==> src/rtl/mem_arbiter_if.sv <==
// Requester and memory-side bus signals of the two-port memory arbiter.
// slave: arbiter view. master: requesters plus memory model (testbench view).
interface mem_arbiter_if;
  // requester side
  logic        req0, req1;
  logic        we0, we1;
  logic [12:0] addr0, addr1;
  logic [7:0]  wdata0, wdata1;
  logic        gnt0, gnt1;
  logic        ack0, ack1;
  logic [7:0]  rdata;
  logic        busy;
  // memory side
  logic [12:0] addr;
  logic        rd, wr;
  logic [7:0]  mem_wdata;
  logic        mem_oe;
  logic [7:0]  mem_rdata;

  modport slave (
    input  req0, req1, we0, we1, addr0, addr1, wdata0, wdata1, mem_rdata,
    output gnt0, gnt1, ack0, ack1, rdata, busy, addr, rd, wr, mem_wdata, mem_oe
  );

  modport master (
    output req0, req1, we0, we1, addr0, addr1, wdata0, wdata1, mem_rdata,
    input  gnt0, gnt1, ack0, ack1, rdata, busy, addr, rd, wr, mem_wdata, mem_oe
  );
endinterface

==> src/rtl/mem_arbiter.sv <==
// Round-robin arbiter and access sequencer sharing one external memory port
// between the CPU (requester 0) and the loader/debug port (requester 1).
// Each access: SETUP (address), ACCESS (strobe, WAIT+1 cycles), DONE (ack).
// Every output is a flop; next values are derived from the next state.
module mem_arbiter #(
  parameter int WAIT = 1
) (
  input  logic         clk,
  input  logic         reset,
  mem_arbiter_if.slave bus
);

  localparam logic [2:0] WAIT_CNT = 3'(WAIT);

  typedef enum logic [1:0] {IDLE, SETUP, ACCESS, DONE} state_t;

  // access captured at grant; the bus is driven only from this copy
  typedef struct packed {
    logic        we;
    logic [12:0] addr;
    logic [7:0]  wdata;
  } acc_t;

  state_t     state_q, state_d;
  logic       prio_q,  prio_d;
  logic [2:0] wcnt_q,  wcnt_d;
  logic       id_q,    id_d;
  acc_t       acc_q,   acc_d;
  logic [7:0] rdata_q, rdata_d;

  logic gnt0_q, gnt0_d, gnt1_q, gnt1_d;
  logic ack0_q, ack0_d, ack1_q, ack1_d;
  logic rd_q,   rd_d,   wr_q,   wr_d;
  logic oe_q,   oe_d,   busy_q, busy_d;

  // next state, arbitration, wait counter and read capture
  always_comb begin
    state_d = state_q;
    prio_d  = prio_q;
    wcnt_d  = wcnt_q;
    id_d    = id_q;
    acc_d   = acc_q;
    rdata_d = rdata_q;
    case (state_q)
      IDLE: begin
        if (bus.req0 || bus.req1) begin
          state_d = SETUP;
          // contention resolved by the round-robin pointer
          id_d = (bus.req0 && bus.req1) ? prio_q : bus.req1;
          if (id_d) begin
            acc_d.we    = bus.we1;
            acc_d.addr  = bus.addr1;
            acc_d.wdata = bus.wdata1;
          end else begin
            acc_d.we    = bus.we0;
            acc_d.addr  = bus.addr0;
            acc_d.wdata = bus.wdata0;
          end
        end
      end
      SETUP: begin
        state_d = ACCESS;
        wcnt_d  = WAIT_CNT;
      end
      ACCESS: begin
        if (wcnt_q == 3'd0) begin
          state_d = DONE;
          // memory data sampled on the edge that ends the strobe
          if (!acc_q.we) rdata_d = bus.mem_rdata;
        end else begin
          wcnt_d = wcnt_q - 3'd1;
        end
      end
      DONE: begin
        state_d = IDLE;
        prio_d  = ~id_q;
      end
      default: state_d = IDLE;
    endcase
  end

  // registered outputs computed from the state being entered
  always_comb begin
    busy_d = (state_d != IDLE);
    gnt0_d = busy_d && !id_d;
    gnt1_d = busy_d &&  id_d;
    rd_d   = (state_d == ACCESS) && !acc_d.we;
    wr_d   = (state_d == ACCESS) &&  acc_d.we;
    oe_d   = wr_d;
    ack0_d = (state_d == DONE) && !id_d;
    ack1_d = (state_d == DONE) &&  id_d;
  end

  // control state
  always_ff @(posedge clk or negedge reset) begin
    if (!reset) begin
      state_q <= IDLE;
      prio_q  <= 1'b0;
      wcnt_q  <= 3'd0;
      id_q    <= 1'b0;
      acc_q   <= '0;
      rdata_q <= 8'h00;
    end else begin
      state_q <= state_d;
      prio_q  <= prio_d;
      wcnt_q  <= wcnt_d;
      id_q    <= id_d;
      acc_q   <= acc_d;
      rdata_q <= rdata_d;
    end
  end

  // output flops; async reset drops strobes and grants immediately
  always_ff @(posedge clk or negedge reset) begin
    if (!reset) begin
      gnt0_q <= 1'b0;
      gnt1_q <= 1'b0;
      ack0_q <= 1'b0;
      ack1_q <= 1'b0;
      rd_q   <= 1'b0;
      wr_q   <= 1'b0;
      oe_q   <= 1'b0;
      busy_q <= 1'b0;
    end else begin
      gnt0_q <= gnt0_d;
      gnt1_q <= gnt1_d;
      ack0_q <= ack0_d;
      ack1_q <= ack1_d;
      rd_q   <= rd_d;
      wr_q   <= wr_d;
      oe_q   <= oe_d;
      busy_q <= busy_d;
    end
  end

  assign bus.gnt0      = gnt0_q;
  assign bus.gnt1      = gnt1_q;
  assign bus.ack0      = ack0_q;
  assign bus.ack1      = ack1_q;
  assign bus.rd        = rd_q;
  assign bus.wr        = wr_q;
  assign bus.mem_oe    = oe_q;
  assign bus.busy      = busy_q;
  assign bus.addr      = acc_q.addr;
  assign bus.mem_wdata = acc_q.wdata;
  assign bus.rdata     = rdata_q;

endmodule
==> src/flat_wrapper.sv <==
// flat-port wrapper written by rule: the top's interface ports become plain ports
module mem_arbiter_flat 
#(
  parameter int WAIT = 1
)
  (clk, reset, bus_req0, bus_req1, bus_we0, bus_we1, bus_addr0, bus_addr1, bus_wdata0, bus_wdata1, bus_mem_rdata, bus_gnt0, bus_gnt1, bus_ack0, bus_ack1, bus_rdata, bus_busy, bus_addr, bus_rd, bus_wr, bus_mem_wdata, bus_mem_oe);
  mem_arbiter_if bus_i ();
  input  logic clk;
  input  logic reset;
  input wire logic [$bits(bus_i.req0)-1:0] bus_req0;
  input wire logic [$bits(bus_i.req1)-1:0] bus_req1;
  input wire logic [$bits(bus_i.we0)-1:0] bus_we0;
  input wire logic [$bits(bus_i.we1)-1:0] bus_we1;
  input wire logic [$bits(bus_i.addr0)-1:0] bus_addr0;
  input wire logic [$bits(bus_i.addr1)-1:0] bus_addr1;
  input wire logic [$bits(bus_i.wdata0)-1:0] bus_wdata0;
  input wire logic [$bits(bus_i.wdata1)-1:0] bus_wdata1;
  input wire logic [$bits(bus_i.mem_rdata)-1:0] bus_mem_rdata;
  output wire logic [$bits(bus_i.gnt0)-1:0] bus_gnt0;
  output wire logic [$bits(bus_i.gnt1)-1:0] bus_gnt1;
  output wire logic [$bits(bus_i.ack0)-1:0] bus_ack0;
  output wire logic [$bits(bus_i.ack1)-1:0] bus_ack1;
  output wire logic [$bits(bus_i.rdata)-1:0] bus_rdata;
  output wire logic [$bits(bus_i.busy)-1:0] bus_busy;
  output wire logic [$bits(bus_i.addr)-1:0] bus_addr;
  output wire logic [$bits(bus_i.rd)-1:0] bus_rd;
  output wire logic [$bits(bus_i.wr)-1:0] bus_wr;
  output wire logic [$bits(bus_i.mem_wdata)-1:0] bus_mem_wdata;
  output wire logic [$bits(bus_i.mem_oe)-1:0] bus_mem_oe;
  assign bus_i.req0 = bus_req0;
  assign bus_i.req1 = bus_req1;
  assign bus_i.we0 = bus_we0;
  assign bus_i.we1 = bus_we1;
  assign bus_i.addr0 = bus_addr0;
  assign bus_i.addr1 = bus_addr1;
  assign bus_i.wdata0 = bus_wdata0;
  assign bus_i.wdata1 = bus_wdata1;
  assign bus_i.mem_rdata = bus_mem_rdata;
  assign bus_gnt0 = bus_i.gnt0;
  assign bus_gnt1 = bus_i.gnt1;
  assign bus_ack0 = bus_i.ack0;
  assign bus_ack1 = bus_i.ack1;
  assign bus_rdata = bus_i.rdata;
  assign bus_busy = bus_i.busy;
  assign bus_addr = bus_i.addr;
  assign bus_rd = bus_i.rd;
  assign bus_wr = bus_i.wr;
  assign bus_mem_wdata = bus_i.mem_wdata;
  assign bus_mem_oe = bus_i.mem_oe;
  mem_arbiter #(.WAIT(WAIT)) u_core (.clk(clk), .reset(reset), .bus(bus_i));
endmodule
==> config.mk <==
export PLATFORM = sky130hd
export DESIGN_NAME = mem_arbiter_flat
export DESIGN_NICKNAME = d
export VERILOG_FILES = /design/src/rtl/mem_arbiter_if.sv /design/src/rtl/mem_arbiter.sv /design/src/flat_wrapper.sv
export SDC_FILE = /design/constraint.sdc
export NUM_CORES = 1
export LEC_CHECK = 0
export BUFFER_PORTS_ARGS = -buffer_cell sky130_fd_sc_hd__buf_2
export CORE_ASPECT_RATIO = 1.4
export CORE_MARGIN = 3
export CORE_UTILIZATION = 30
export CTS_CLUSTER_DIAMETER = 30
export DETAILED_ROUTE_END_ITERATION = 10
export PLACE_DENSITY = 0.56
export REMOVE_ABC_BUFFERS = 1
export SKIP_CTS_REPAIR_TIMING = 1
export SLEW_MARGIN = 20
export SYNTH_ARGS = -nofsm -noshare
export SYNTH_HDL_FRONTEND = slang
export SYNTH_SLANG_ARGS = --single-unit
==> constraint.sdc <==
create_clock -name clk -period 2.1 [get_ports clk]
set_clock_uncertainty 0.15 [all_clocks]
set_input_delay 0.42 -clock clk [delete_from_list [all_inputs] [get_ports clk]]
set_output_delay 0.42 -clock clk [all_outputs]
set_load 0.05 [all_outputs]
# Yosys cells after proc, flatten, opt, wreduce, memory -nomap -nowiden
# Cells that the tools add are included.
[op_classes]
add_sub_neg = 1
eq_ne = 6
muxes = 11
bitwise = 2
n_reduce_logical = 17
[op_table]
columns = ["operator", "count"]
rows = [
  ["$mux W22", 3],
  ["$eq A2 B2 Y1 const B", 4],
  ["$pmux W2 S4", 1],
  ["$logic_and A1 B1 Y1", 7],
  ["$pmux W3 S2", 1],
  ["$mux W2", 2],
  ["$reduce_and A2 Y1", 2],
  ["$reduce_bool A2 Y1", 2],
  ["$logic_not A3 Y1", 1],
  ["$mux W1", 3],
  ["$mux W3", 1],
  ["$reduce_and A3 Y1", 1],
  ["$sub A3 B1 Y3 const B", 1],
  ["$eq A2 B1 Y1 const B", 1],
  ["$logic_not A1 Y1", 2],
  ["$logic_not A2 Y1", 1],
  ["$ne A2 B2 Y1 const B", 1],
  ["$not A1 Y1", 2],
  ["$logic_or A1 B1 Y1", 1],
]
[totals]
register_bits = 44
input_bits = 56
output_inout_bits = 37
wordCells = 52

# Depth between registers and ports, before layout
# Gate-level depths: netlist (run 1).
[logic_depth]
depth_word = 7
depth_mapped = 7
mapped_depth_nobuf = 7

# Least setup slack after synthesis (run 1)
# OpenSTA, ideal clock, no wires.
[synth_timing]
kind = "flip-flop to flip-flop"
startpoint = "reg u_core.state_q[0]"
endpoint = "reg u_core.rdata_q[0] (netlist: u_core.bus.rdata[0])"
setup_time_ps = 128
arrival_ps = 1462
t_required_ps = 1822
slack_ps = 360
path_stages_with_launch = 7
path_buffers = 1
synth_period_minus_slack_ps = 1740
path_cell_list = "dfrtp_1 inv_1 ha_1 nand2_1 or2_1 buf_2 mux2_1"
[synth_between]
elab_chain_cells = 2
[synth_rtl]
columns = ["item", "line", "rtl"]
rows = [
  ["start, declared", "mem_arbiter.sv:24", "state_t state_q, state_d;"],
  ["start signal, assigned", "mem_arbiter.sv:104", "state_q <= state_d;"],
  ["$eq A2 B2 Y1", "mem_arbiter.sv:44", "case (state_q)"],
  ["$reduce_and A3 Y1 (no source line)", "n/a", ""],
  ["end signal, assigned", "mem_arbiter.sv:109", "rdata_q <= rdata_d;"],
  ["end, declared", "mem_arbiter.sv:29", "logic [7:0] rdata_q, rdata_d;"],
]
# Every way passes these cells.
# A chain may end at the register's enable or synchronous reset.

# Worst setup path in the final report (run 1)
[layout_timing]
startpoint = "reg u_core.state_q[0]"
endpoint = "reg u_core.rdata_q[3] (netlist: u_core.bus.rdata[3])"
# Same word-level chain as after synthesis.

==> impl_summary.md, run 1 <==
Critical path
The startpoint of the most critical setup path is u_core.state_q[0]. The worst register-to-register path begins at u_core.state_q[0]. At the worst endpoint, the required time is 2.13 ns.

Counting cells, the worst reg-to-reg path comes to 5. The endpoint identified for the worst register-to-register timing path is u_core.bus.rdata[3]. The worst setup path is captured at a register. The data arrival time of the critical path is 1.92 ns. The worst setup path is of the register to register kind. The worst setup slack for register-to-register paths is 0.21 ns.

The startpoint kind of the worst setup timing path is a register. In this run the worst setup path terminates at u_core.bus.rdata[3]. In this run the worst path has a maximum fanout of 8.

Clock tree
The H-tree depth reported by CTS is 2. The CTS tree is built. TritonCTS created 5 clock buffers. The cell sitting at the root of the clock tree is a clkbuf_8. The number of buffers on the longest clock path is 2.

The later pin in the worst-skew pair is clocked with a latency of 0.29 ns. The clock sink count is 44. The CTS clock-pin slew for the worst setup and hold paths is 0.08 ns.

GRT
The first global-routing pass estimated 8321 um of wire. The initial antenna violation count is 0. The total global routing overflow is 0. Global routing consumed, over all layers together, 12.35% of the routing resources. The number of global-route vias before repair is 1716. Entering global routing, the biggest net connects 43 pins.

Worst hold path
The worst hold path was traced through 2 stages. The path class of the lowest-slack min-delay path is input pin to register.

Final layout
The number of antenna diodes in the final layout is 0. The top cell types in the final layout, fill and taps aside, are 92 x buf_2, 44 x dfrtp_1, 23 x nor2_1. The share of layout cells above drive strength 1 is 38.38%. The final layout net count is 359. The most frequent standard cell in the layout excluding fill and tap cells is buf_2. The area growth from synthesis to layout is 24.15%.

Detailed routing
The detail route stage leaves a number of antenna-violating nets equal to 0. In the final routed layout, each cell accounts on average for 13.38 um. In this run, the number of DRC markers left after iteration 0 of detailed routing was 81. Before antenna repair, the detailed router went through 4 iterations.

Using the TritonRoute via totals, the vias-per-cell ratio works out to 4.673. The final layout contains routed wiring with a total length of 5246 um. The post-route DRC violation count is 0.

The vias after detailed routing is 1832.

Die
The area of the die is 8530 um^2. The number of rows created at floorplan is 36. 93 I/O pins were placed. The initial core utilization is 31.38%. The floorplan step set the die width to 78.92 um. The die height is 108.1 um.

The area inside the core boundary is 7117 um^2.

Power
Power spread over the standard cell area amounts to 1812 nW/um^2. Summed over all cells, the static leakage comes to 1.305 nW. The worst-case IR drop observed on VDD is 0.7228 mV. The overall power consumption is 5.024 mW.

Synth
The most used flip-flop cell after synthesis is dfrtp_1. Of the synthesized area, sequential elements account for 49.30%. The cell count after synthesis came out at 226.

The count of synthesis-stage warnings from yosys is 0. The mapped netlist covers 2233 um^2. The async set-reset flop share out of synthesis is 100.0%.

Synthesis inferred 44 register bits. The count of different cell masters after synthesis is 32. The number of enable flip-flop cells after synthesis is 0. The average instance in the mapped netlist occupies 9.882 um^2.

STA
The number of pins exceeding their max-slew limit in the final report is 0. Setup violations remaining at the end of the flow were counted as 0. Setup repair after global routing left no endpoint under its margin.

The setup TNS is 0 ns. After layout, the worst path uses 89.95% of the clock period. Headroom to the max-slew limit came out at 72.15%. The number of hold-slack violations in the final timing report came to 0. The time the final worst path needs with I/O delays and setup is 1.889 ns. At the pin with the least slew margin, the transition time is 0.4177 ns. Timing would allow up to 529.4 MHz.

Placement
In this run the tool buffered the top-level ports with 92 buffer cells. The half-perimeter wire length of the detailed placement result is 3898 um. The routability congestion estimate from global placement is 0.7339.

Run
The count of max-cap constraint violations is 0.

Run status
The run finished with clean final reports.
## flip-flops by register name, summed over array words and instances (netlist names), 2 cells and up
register	flops
u_core.wcnt_q	3
u_core.bus.rdata	8
u_core.bus.addr	13
u_core.bus.mem_wdata	8
u_core.state_q	2
## kinds of logic (layout without fill, tap and decap cells)
logic type | count (synthesis) | count (layout) | synth area share [%]
mux | 8 | 8 | 4.034
simple gates | 67 | 67 | 15.85
fa+ha+maj | 7 | 7 | 3.921
buf+inv | 45 | 116 | 11.93
flops | 44 | 44 | 49.30
compound gates | 55 | 55 | 14.96
## metal layers
metal	vias to the layer above	routed length [um]	global-route usage (%)
met5	-	0	0
met4	0	106	4.054
met3	11	430	2.917
met2	82	2453	19.62
met1	832	2257	16.57
li1	907	-	-
## area by class of cell
class	count	area, um^2
Multi-Input combinational cell	137	865.8
Clock inverter	2	38.79
Sequential cell	44	1101
Fill cell	748	4344
Clock buffer	6	82.58
Inverter	8	30.03
Timing Repair Buffer	100	535.5
Tap cell	95	118.9
## worst max-delay path: stages (launching register included)
cell and delay (ns):
dfrtp_1 0.44, inv_1 0.13, ha_1 0.27, nand2_1 0.09, or2_1 0.34, mux2_1 0.35
## report_power, final
part	leakage [nW]	total, mW	internal, mW	switching (mW)
Sequential	0.511	1.47	1.27	0.207
Clock	0.0614	0.674	0.389	0.285
Combinational	0.732	2.88	0.820	2.06
## cells in the mapped netlist (all sizes together), types with 3 or more instances
cell type  instances  area, um^2
a31oi             21       131.4
buf               30       210.2
clkbuf             7       26.28
dfrtp             44        1101
ha                 7       87.58
inv                8       30.03
mux2               8       90.09
nand2b             6       40.04
nand3             22       110.1
nor2              23       86.33
o21a               3       22.52
o21ai             23       115.1
## how the worst min path moves through the flow
stage                     startpoint                       to  slack (ns)
global route        bus_mem_rdata[1]      u_core.bus.rdata[1]        0.17
global placement               reset  u_core.bus.mem_wdata[3]        0.23
detailed placement             reset       u_core.bus.addr[6]        0.23
finish              bus_mem_rdata[0]      u_core.bus.rdata[0]        0.19
CTS                            reset  u_core.bus.mem_wdata[2]       -0.09
floorplan                      reset         u_core.acc_q[21]       -0.03
## stage by stage
step	worst slack, ns	std cells	hold slack, ns	utilization (%)	instance area, um^2
finish	0.2110	392	0.1856	38.96	2773
global route	0.05977	392	0.1693	38.96	2773
CTS	0.2089	391	-0.09188	38.82	2763
detailed placement	0.2202	383	0.2295	37.11	2641
global placement	0.2974	383	0.2319	37.11	2641
floorplan	0.08802	189	-0.02559	-	1997
Note: power is estimated with default switching activity, not from simulation.
==> run 2: changes to the inputs <==
--- a/config.mk
+++ b/config.mk
@@ -8,10 +8,10 @@
 export BUFFER_PORTS_ARGS = -buffer_cell sky130_fd_sc_hd__buf_2
 export CORE_ASPECT_RATIO = 1.4
 export CORE_MARGIN = 3
-export CORE_UTILIZATION = 30
+export CORE_UTILIZATION = 48
 export CTS_CLUSTER_DIAMETER = 30
 export DETAILED_ROUTE_END_ITERATION = 10
-export PLACE_DENSITY = 0.56
+export PLACE_DENSITY = 0.91
 export REMOVE_ABC_BUFFERS = 1
 export SKIP_CTS_REPAIR_TIMING = 1
 export SLEW_MARGIN = 20
==> run 2 against run 1 <==
Effect of this change: via count grew 2.7%; register-to-register slack is essentially flat; global-route usage is 7.1 points higher; sequential power hardly changed.
==> impl_summary.md, run 2 (synthesis gave the netlist of run 1 again) <==
Clock tree
The TritonCTS buffer count was 5 (unchanged). TritonCTS built the clock tree. The H-tree depth reported by CTS is 2 (unchanged). The clock sink count is 44 (unchanged).

The CTS clock-pin slew for the worst setup and hold paths came to 0.08 ns (about the same). The number of buffers on the longest clock path came to 2 (unchanged). The later-pin clock latency in the skew report is 0.29 ns (about the same). The cell sitting at the root of the clock tree is a clkbuf_8.

Final layout
The final non-filler cell area was 2710 um^2 (-2.3%). The share of layout cells above drive strength 1 was 38.26% (-0.13 points). From synthesis to final layout, the design area changed by 21.34%. Leaving out fill and tap cells, the most frequent cell in the layout is buf_2. The final layout net count is 360 (+0.28%). The number of flip-flops in the largest register came to 13 (unchanged). The count of non-filler cells in the finished layout is 358 (-8.7%).

The count of antenna diodes in the layout is 0 (unchanged). In the layout the commonest cells are 92 x buf_2, 44 x dfrtp_1, 23 x nor2_1.

GRT
The aggregate global-route resource usage came to 19.45% (+7.1 points). The total global routing overflow is 0 (unchanged). The initial antenna violation count is 0 (unchanged). The largest net degree at the start of global routing came to 24 (-44%).

The number of global-route vias before repair came to 1887 (+10%). The global-route wire length before repair came to 8404 um (+1.0%).

STA
The setup TNS is 0 ns (unchanged). The time the final worst path needs with I/O delays and setup was 1.886 ns (-0.002725 ns). The worst max-slew margin expressed relative to the limit is 67.33% (-4.8 points). Setup repair after global routing left no endpoint under its margin. The setup slack of the critical path after layout is 0.2137 ns (+0.002725 ns). The final count of negative-setup-slack endpoints is 0 (unchanged). The number of pins exceeding their max-slew limit in the final report is 0 (unchanged). The number of hold-slack violations in the final timing report is 0 (unchanged). The worst-margin pin slew is 0.4900 ns (+0.07236 ns). The portion of the clock cycle consumed by the worst path in the final layout is 89.83% (-0.13 points). The maximum clock frequency is 530.1 MHz (+0.14%).

Worst hold path
The startpoint identified for the worst hold timing path is bus_mem_rdata[1]. The min-delay analysis places its worst path in the category input pin to register. The endpoint of the worst hold-timing path is u_core.bus.rdata[1]. The worst hold path depth is 2 (unchanged).

Die
The initial core utilization is 51.41% (+20 points). The area inside the core boundary is 4344 um^2 (-39%). The die width was 63.65 um (-19%). The area of the die is 5519 um^2 (-35%). The number of rows created at floorplan is 28 (-22%). The number of placed I/O pins is 93 (unchanged). The die height came to 86.71 um (-20%).

Placement
The pre-CTS setup slack came to 0.2221 ns (+0.001850 ns). The number of cells after detailed placement was 349 (-8.9%). The post-placement cell area is 2592 um^2 (-1.8%). The routability congestion estimate from global placement came to 0.8058 (+9.8%). The half-perimeter wire length of the detailed placement result was 4074 um (+4.5%). The count of input and output buffers came to 92 (unchanged).

Critical path
The required time of the critical path is 2.12 ns (about the same). The maximum cell stage delay along the critical path came to 0.40 ns (-0.04 ns). The startpoint kind of the worst setup timing path is a register. The endpoint identified for the worst register-to-register timing path is u_core.bus.rdata[2]. The largest fanout on the critical path was 8 (unchanged). The worst setup slack for register-to-register paths is 0.21 ns (about the same).

The worst reg-to-reg path cell count is 6 (+1). The startpoint-to-endpoint class of the critical path is register to register. The data arrival time of the critical path is 1.90 ns (-0.02 ns). The signal on the critical path passes through inv_1, ha_1, ha_1, nand2_1, or2_1, mux2_1. The sort of element at the end of the critical path is a register. The kind of cell with the highest combined delay along the critical path is simple AND/OR/NAND/NOR gates. The worst register-to-register path begins at u_core.wcnt_q[0]. The sum of buffers and inverters on the critical path is 1 (unchanged).

The largest individual stage delay along the critical path comes from the cell dfrtp_1. Counting stages on the worst path, the most repeated cell is ha_1.

Run
The count of max-cap constraint violations is 0 (unchanged).

Run status
The flow ran to the end, and the final reports show no timing, DRC or antenna violations.

Detailed routing
The number of routed nets with antenna violations is 0 (unchanged). The number of DRC violations after detailed-routing iteration 0 is 46 (-43%). The iteration count of the initial detailed-routing pass was 4 (unchanged). The via-per-instance ratio came to 5.254 (+12%). The per-cell routed wire length is 14.53 um (+8.6%). The vias after detailed routing came to 1881 (+2.7%). The aggregate routed wire length is 5203 um (-0.82%).

The post-route DRC violation count is 0 (unchanged).

Power
The reported leakage power came to 1.300 nW (-0.36%). The total power per unit cell area is 1839 nW/um^2 (+1.5%). The worst ir drop on vdd is 0.8978 mV (+24%). The overall power consumption came to 4.984 mW (-0.78%).
[run 2: cell types whose count changed in the layout (fill, tap and decap cells not counted), sizes merged]
cell,previous run,this run
buf,99,100
[run 2: how the worst max path moves through the flow]
stage                          end  depth (start not counted)              start
3_3_place_gp   u_core.bus.rdata[5]                          5  u_core.state_q[0]
5_1_grt        u_core.bus.rdata[4]                          5  u_core.state_q[0]
2_1_floorplan   u_core.bus.addr[0]                          4  u_core.state_q[0]
4_1_cts        u_core.bus.rdata[4]                          6   u_core.wcnt_q[0]
6_report       u_core.bus.rdata[2]                          6   u_core.wcnt_q[0]
3_5_place_dp   u_core.bus.rdata[4]                          6   u_core.wcnt_q[0]
[run 2: cell type report]
class | count | area, um^2
Multi-Input combinational cell | 137 | 865.8
Timing Repair Buffer | 101 | 530.5
Inverter | 8 | 30.03
Clock buffer | 6 | 72.57
Tap cell | 60 | 75.07
Clock inverter | 2 | 35.03
Fill cell | 386 | 1634
Sequential cell | 44 | 1101
[run 2: layer usage]
metal,global-route usage [%],routed length (um),up-vias
li1,-,-,912
met5,0,0,-
met2,37.26,2909,72
met3,3.372,264,2
met4,7.662,47,0
met1,20.88,1982,895
[run 2: report_power, final]
part / switching, mW / internal [mW]
registers: 0.208 / 1.27
logic: 2.08 / 0.808
clock network: 0.271 / 0.353
total: 2.56 / 2.43
[run 2: through the flow]
stage / util, % / hold WS (ns)
after CTS: 62.15 / -0.06050
after detailed placement: 59.68 / 0.2584
after global routing: 62.38 / 0.1832
final: 62.38 / 0.1835
after floorplan: - / -0.02559
after global placement: 59.68 / 0.2551
[run 2: worst register-to-register path, cell delays in order, from the launching register on]
cell and delay (ns):
dfrtp_1 0.40, inv_1 0.06, ha_1 0.14, ha_1 0.23, nand2_1 0.08, or2_1 0.35
mux2_1 0.36
